===== src/rtl/sr_cmd_driver.sv =====
// Command driver for one SR flip-flop: turns set/clear/toggle requests into
// mutually exclusive, width-programmable S/R pulses and checks Q afterwards.
module sr_cmd_driver #(
  parameter int PULSE_W = 1,
  parameter int GAP_W   = 1,
  parameter int CNT_W   = 4
) (
  input  logic             clk,
  input  logic             rst,
  input  logic             req_valid,
  output logic             req_ready,
  input  logic [1:0]       req_op,
  input  logic [CNT_W-1:0] req_len,
  output logic             S,
  output logic             R,
  input  logic             q_fb,
  output logic             q_shadow,
  output logic             busy,
  output logic             err_mismatch,
  input  logic             err_clr,
  output logic [1:0]       dbg_state
);

  typedef enum logic [1:0] {
    ST_IDLE  = 2'd0,
    ST_PULSE = 2'd1,
    ST_GAP   = 2'd2
  } state_e;

  localparam logic [1:0] OP_NOP   = 2'b00;
  localparam logic [1:0] OP_CLEAR = 2'b01;
  localparam logic [1:0] OP_SET   = 2'b10;
  localparam logic       HAS_GAP  = (GAP_W > 0);
  localparam logic [CNT_W-1:0] PULSE_CNT = CNT_W'(PULSE_W);
  localparam logic [CNT_W-1:0] GAP_CNT   = CNT_W'(GAP_W);

  state_e           state_q, state_d;
  logic [CNT_W-1:0] cnt_q, cnt_d;
  logic             tgt_q, tgt_d;
  logic             s_q, s_d;
  logic             r_q, r_d;
  logic             shadow_q, shadow_d;
  logic             chk_q, chk_d;
  logic             err_q, err_d;
  logic             accept;
  logic             tgt_new;

  // Handshake: a request transfers on any rising edge where req_valid and
  // req_ready are both high; req_op/req_len are sampled only at that edge.
  assign accept = req_valid && req_ready;

  always_ff @(posedge clk) begin
    if (rst) begin
      state_q  <= ST_IDLE;
      cnt_q    <= '0;
      tgt_q    <= 1'b0;
      s_q      <= 1'b0;
      r_q      <= 1'b0;
      shadow_q <= 1'b0;
      chk_q    <= 1'b0;
      err_q    <= 1'b0;
    end else begin
      state_q  <= state_d;
      cnt_q    <= cnt_d;
      tgt_q    <= tgt_d;
      s_q      <= s_d;
      r_q      <= r_d;
      shadow_q <= shadow_d;
      chk_q    <= chk_d;
      err_q    <= err_d;
    end
  end

  always_comb begin
    state_d  = state_q;
    cnt_d    = cnt_q;
    tgt_d    = tgt_q;
    s_d      = s_q;
    r_d      = r_q;
    shadow_d = shadow_q;
    chk_d    = 1'b0;
    tgt_new  = ~shadow_q;

    case (req_op)
      OP_CLEAR: tgt_new = 1'b0;
      OP_SET:   tgt_new = 1'b1;
      default:  tgt_new = ~shadow_q;
    endcase

    case (state_q)
      ST_IDLE: begin
        // Redundant set/clear and nop are consumed without a pulse.
        if (accept && (req_op != OP_NOP) && (tgt_new != shadow_q)) begin
          state_d = ST_PULSE;
          tgt_d   = tgt_new;
          cnt_d   = (req_len != '0) ? req_len : PULSE_CNT;
          s_d     = tgt_new;
          r_d     = ~tgt_new;
        end
      end
      ST_PULSE: begin
        if (cnt_q <= CNT_W'(1)) begin
          shadow_d = tgt_q;
          s_d      = 1'b0;
          r_d      = 1'b0;
          chk_d    = 1'b1;
          if (HAS_GAP) begin
            state_d = ST_GAP;
            cnt_d   = GAP_CNT;
          end else begin
            state_d = ST_IDLE;
            cnt_d   = '0;
          end
        end else begin
          cnt_d = cnt_q - CNT_W'(1);
        end
      end
      ST_GAP: begin
        if (cnt_q <= CNT_W'(1)) begin
          state_d = ST_IDLE;
          cnt_d   = '0;
        end else begin
          cnt_d = cnt_q - CNT_W'(1);
        end
      end
      default: begin
        state_d = ST_IDLE;
        cnt_d   = '0;
        s_d     = 1'b0;
        r_d     = 1'b0;
      end
    endcase

    // A new mismatch wins over a simultaneous clear.
    err_d = err_q;
    if (err_clr) err_d = 1'b0;
    if (chk_q && (q_fb != shadow_q)) err_d = 1'b1;
  end

  always_comb begin
    req_ready    = (state_q == ST_IDLE) && !rst;
    busy         = (state_q != ST_IDLE);
    S            = s_q;
    R            = r_q;
    q_shadow     = shadow_q;
    err_mismatch = err_q;
    dbg_state    = state_q;
  end

endmodule


===== config.mk =====
export PLATFORM = sky130hd
export DESIGN_NAME = sr_cmd_driver
export DESIGN_NICKNAME = d
export VERILOG_FILES = /design/src/rtl/sr_cmd_driver.sv
export SDC_FILE = /design/constraint.sdc
export NUM_CORES = 1
export LEC_CHECK = 0
export ABC_AREA = 0
export CORE_UTILIZATION = 35
export CTS_CLUSTER_DIAMETER = 30
export DETAILED_ROUTE_END_ITERATION = 10
export GPL_ROUTABILITY_DRIVEN = 0
export SETUP_SLACK_MARGIN = 0.05
export SYNTH_ARGS = -nofsm -noshare
export SYNTH_HDL_FRONTEND = slang
export SYNTH_SLANG_ARGS = --single-unit

===== constraint.sdc =====
create_clock -name clk -period 1.9 [get_ports clk]
set_input_delay 0.285 -clock clk [delete_from_list [all_inputs] [get_ports clk]]
set_output_delay 0.285 -clock clk [all_outputs]
set_load 0.05 [all_outputs]

After elaboration in Yosys (flattened, before gate mapping)
Cells that the tools add are included.
{ "totals": {"regBits": 12, "input_bits": 11, "out_inout_bits": 8, "elab_cells": 57} }
{ "op_classes": {"add_sub_neg": 1, "n_lt_le_gt_ge": 1, "eq_ne": 9, "n_mux": 18, "n_bitwise": 4, "reduce_logical": 16} }
{ "ops": {"columns": ["operator", "n"], "rows": [
  ["two-way mux 4 bit", 4],
  ["case mux 4 bit (3 select lines)", 1],
  ["two-way mux 1 bit", 6],
  ["two-way mux 2 bit", 3],
  ["inequality test 2 bit, second input constant", 3],
  ["case mux 1 bit (3 select lines)", 2],
  ["case mux 2 bit (3 select lines)", 1],
  ["AND reduction 3 bit", 2],
  ["nonzero test 2 bit", 3],
  ["logical AND 1 bit", 5],
  ["equality test 2 x 1 -> 1 bit, second input constant", 2],
  ["equality test 2 bit, second input constant", 2],
  ["<= comparator 4 x 1 -> 1 bit, second input constant", 1],
  ["NOT 1 bit", 4],
  ["AND reduction 2 bit", 2],
  ["nonzero test 4 bit", 1],
  ["subtractor 4 x 1 -> 4 bit, second input constant", 1],
  ["logical NOT 2 bit", 1],
  ["inequality test 1 bit", 2],
  ["case mux 1 bit (2 select lines)", 1],
  ["OR reduction 2 bit", 1],
  ["logical NOT 1 bit", 1]
]} }

Depth between registers and ports, before layout
Gate-level depths: netlist of the first run.
{ "depth": {"depth_word": 7, "mapped_depth": 6, "depth_no_buf": 6} }

Worst setup path after synthesis of the first run
Ideal clock, no wire load.
{ "synth_path": {"path_type": "reg-to-output", "startpoint": "register state_q[0], in the netlist dbg_state[0]", "endpoint": "output req_ready", "t_arrival_ns": 1.652, "t_required_ns": 1.615, "path_slack_ns": -0.037, "path_stages_with_launch": 4, "path_buffers": 0, "cell_sequence": "dfxtp_1 -> nor2_1 -> inv_2 -> nor2_1"} }
{ "synth_between": {"elab_chain_len": 2} }
{ "synth_lines": {"columns": ["element", "line", "text"], "rows": [
  ["from (decl)", "37", "state_e state_q, state_d;"],
  ["from (signal assigned)", "63", "state_q <= state_d;"],
  ["logical NOT 2 bit", "141", "req_ready = (state_q == ST_IDLE) && !rst;"],
  ["logical AND 1 bit", "141", null],
  ["to (decl)", "11", "output logic req_ready,"]
]} }
No other way between the ends.

Worst setup path after layout of the first run
{ "layout_path": {"startpoint": "input rst", "endpoint": "register r_q, in the netlist R"} }
{ "layout_between": {"elab_chain_len": 7} }
{ "layout_lines": {"columns": ["element", "line", "text"], "rows": [
  ["from (decl)", "9", "input logic rst,"],
  ["logical NOT 1 bit", "141", null],
  ["logical AND 1 bit", "141", null],
  ["logical AND 1 bit", "50", "assign accept = req_valid && req_ready;"],
  ["logical AND 1 bit (2 in series)", "93", "if (accept && (req_op != OP_NOP) && (tgt_new != shadow_q)) begin"],
  ["inequality test 2 bit (no line)", null, null],
  ["AND reduction 3 bit (no line)", null, null],
  ["to (signal assigned)", "67", "r_q <= r_d;"],
  ["to (decl)", "41", "logic r_q, r_d;"]
]} }
Parallel ways exist; a longest one is shown, timed or not.
A chain may end at the register's enable or synchronous reset.

==> results.md, run 1 <==
* Ys flop type: dfxtp_1
* Number of stages on the worst setup path at 5
* Post-synthesis net count at about 100
* Width of the chip at between 40 and 50 um
* Worst path setup slack after routing at roughly 160 ps
* Class of the tightest hold or removal check: reg -> reg
* Number of design-rule violations left by the first detailed-router iteration at 7
* Commonest cells post-synth: 12 x dfxtp_1, 9 x nor2_1, 7 x inv_1
* Worst reg2reg path depth at 6
* Outcome: complete, no violations
* Critical path endpoint category: flip-flop
* Post-synth EDFFs at 0
* Hold Crit Start: chk_q
* Iteration count of the initial detailed-routing pass at 4
* Clock latency of the later-clocked register in the worst-skew pair at 280 ps
* Startpoint kind of the worst setup timing path: input port
* Period utilisation layout at slightly above 90%
* Async set or reset register ratio after synthesis at 0%
* Clock transition at the register clock pins on the worst setup and hold paths after CTS at roughly 80 ps
* Yosys warning total at 0
* Total Power Consumption at around 790 uW
* RSZ-0062 raised after global routing: no
* Routed length per instance at between 10 and 15 um
* Starting density of the core at a little under two fifths
* Worst Skew at 8.56 ps
* Top post-synthesis cells by area: dfxtp_1 33%, ha_1 6.8%, nor2_1 4.6%
* Overall die area at between 0.002 and 0.0025 sq mm
* Critical path arrival at roughly 1900 ps
* Register cell area after layout at ~240 sq um
* DRC viols at 0
* Via count at 700
* Endpoint of the worst-slack reg-to-reg timing path: S
* Fillers at 200
* Fraction of post-synthesis cell area in the top cell type by area at about a third
* Most frequently used cell type in the post-synthesis netlist: dfxtp_1
* Number of I/O pins at 19
* Cell row count at 16
* Antenna violations before repair at 0
* Max_cap viols at 0
* Area of the multi-input gates at 485 sq um
* Slew at the pin closest to its max-slew limit at 505 ps
* Total CTS buffers at 3
* Total of buffers placed on input and output ports at 18
* H-tree level count at 1
* Final Util at between 50% and 60%
* Largest delay contributor family on the critical path: simple AND/OR/NAND/NOR gates
* Global-route wire length before repair at roughly 2700 um
* Pin count of the biggest net entering global routing at 15
* Worst Setup Path Type: in -> reg
* Die H at 47.7 um
* R2r startpoint: cnt_q[0]
* Setup slack after placement at -324 ps
* Fin. Hold Viols at 0
* Hold Path Depth at 2
* P_leak at 0.441 nW
* Relative max-transition margin at 66.2%
* R2r setup slk at 200 ps
* Total Negative Setup Slacks at 0 ps
* Placed cells at ~130
* Placed wire-length estimate after detailed placement at between 1000 and 1500 um
* Period minus WS final at ~1700 ps
* Vias per Instance at ~5
* Worst Path Buf+Inv at 1
* Syn Std Cell Area at about 730 sq um
* CP cell instances: clkdlybuf4s50_1 -> or3b_4 -> a211oi_4 -> or4b_4 -> o41ai_2
* Syn avg cell area at around 8.4 sq um
* Floorplan core area at 0.00196 sq mm
* Count of inserted antenna diode cells at 0
* Top cell type by total area after synthesis: dfxtp_1
* Final design instance area without fill at roughly 0.0011 sq mm
* Vias in the first global route at about 600
* Slowest Stage Delay on Critical Path at between 400 and 500 ps
* Syn-to-layout area delta at 45.5%
* Instance area at placement at about 990 sq um
* Synth cell types at 35
* Sequential-to-total area share from yosys stat at 32.8%
* Total of endpoints with negative setup slack in the final report at 0
* Final Max Slew Viols at 0
* Global Route Usage Sum at ~17%
* Crit-path max FO at 3
* GRT Residual Overflow at 0
* Post-CTS setup buffer count at 0
* Clk buf depth at 2
* Total power density per cell area at ~740 mW/mm^2
* TritonCTS clock tree: done
* Cell with the largest stage delay on the worst path: or4b_4
* Hold WS at approximately 470 ps
* Non-filler cells, final at between 100 and 150
* Fraction of layout cells with a size suffix above 1 at around a quarter
* Max rail drop VDD at ~0.32 mV
* Start point of the critical path: rst
* Post-layout net count at ~130
* CP Data Required Time at 2080 ps
* Cell at the root of the clock tree: clkbuf_4
* Total number of clock tree sinks at 12
* Hold EP: err_mismatch
* Detailed-route wire length at 1680 um
* Synthesized instance count at 87
* Flop and latch count out of synthesis at 12
* Post-DRT Antenna Nets at 0
* Fmax at 574 MHz
-- area by class of cell --
type,instances,share of cell area (%)
Tap cell,27,3.17
Multi-Input combinational cell,64,45.6
Timing Repair Buffer,23,22.2
Sequential cell,12,22.8
Clock buffer,4,3.41
Inverter,8,2.82
-- repair_timing --
item / in CTS / in global routing
setup endpoints to repair: 3 / 8
gates resized for setup: 5 / 6
hold buffers: 0 / 0
cloned: 0 / 0
pin swaps: 2 / 2
-- routing by layer --
layer	GRT usage [%]	part of all wire (%)	routed length [um]
met1	23.2	46	769
met2	25.9	50	831
met3	2.26	3.4	57
met4	8.33	1.1	19
met5	0	0	0
-- where the power goes --
part           internal (mW)  switching [mW]  leakage, nW  total (mW)
clock network          0.117          0.0956       0.0210       0.212
registers              0.274          0.0203       0.0987       0.294
logic                  0.127           0.156        0.321       0.283
total                  0.517           0.272        0.441       0.789
-- sequential cells by signal, summed over array words and instances, names as in the netlist --
name	flops
R	1
S	1
chk_q	1
cnt_q	4
dbg_state	2
err_mismatch	1
q_shadow	1
tgt_q	1
-- layout by cell type (no fill, tap or decap), drive strengths merged, types with 3 or more instances in the layout --
master / synthesis / final
dfxtp: 12 / 12
clkdlybuf4s50: 0 / 11
nor2: 9 / 9
buf: 1 / 9
inv: 8 / 8
nand2: 6 / 6
a21oi: 6 / 6
nor3: 5 / 5
a211oi: 5 / 5
ha: 4 / 4
clkbuf: 2 / 4
mux2i: 3 / 3
-- worst max-delay path by stage --
stage	endpoint	slack [ps]
floorplan	R	130
global placement	R	-280
detailed placement	R	-320
CTS	R	20
global route	S	90
finish	R	160
-- tightest hold or removal path: cells and delay by family, from the launching register on --
kind            cells  cell delay (ps)
compound gates      1               50
simple gates        1               70
flops               1              310
-- logic make-up after synthesis --
family                     count (synthesis)  share of synthesized area (%)
muxes                                      4                           5.64
and+or+nand+nor                           32                           23.1
AOI/OAI and AO/OA                         20                           21.2
DFF                                       12                           32.8
adders and majority gates                  4                           6.84
buffers and inverters                     11                           5.64
xor gates and xnor gates                   4                           4.79
Note: power is estimated with default switching activity, not from simulation.
==> run 2: changes to the inputs <==
Settings changed: HOLD_SLACK_MARGIN set to 0.12.
==> results of run 2 <==
No change in the layout: final DEF, timing and power equal those of run 1.
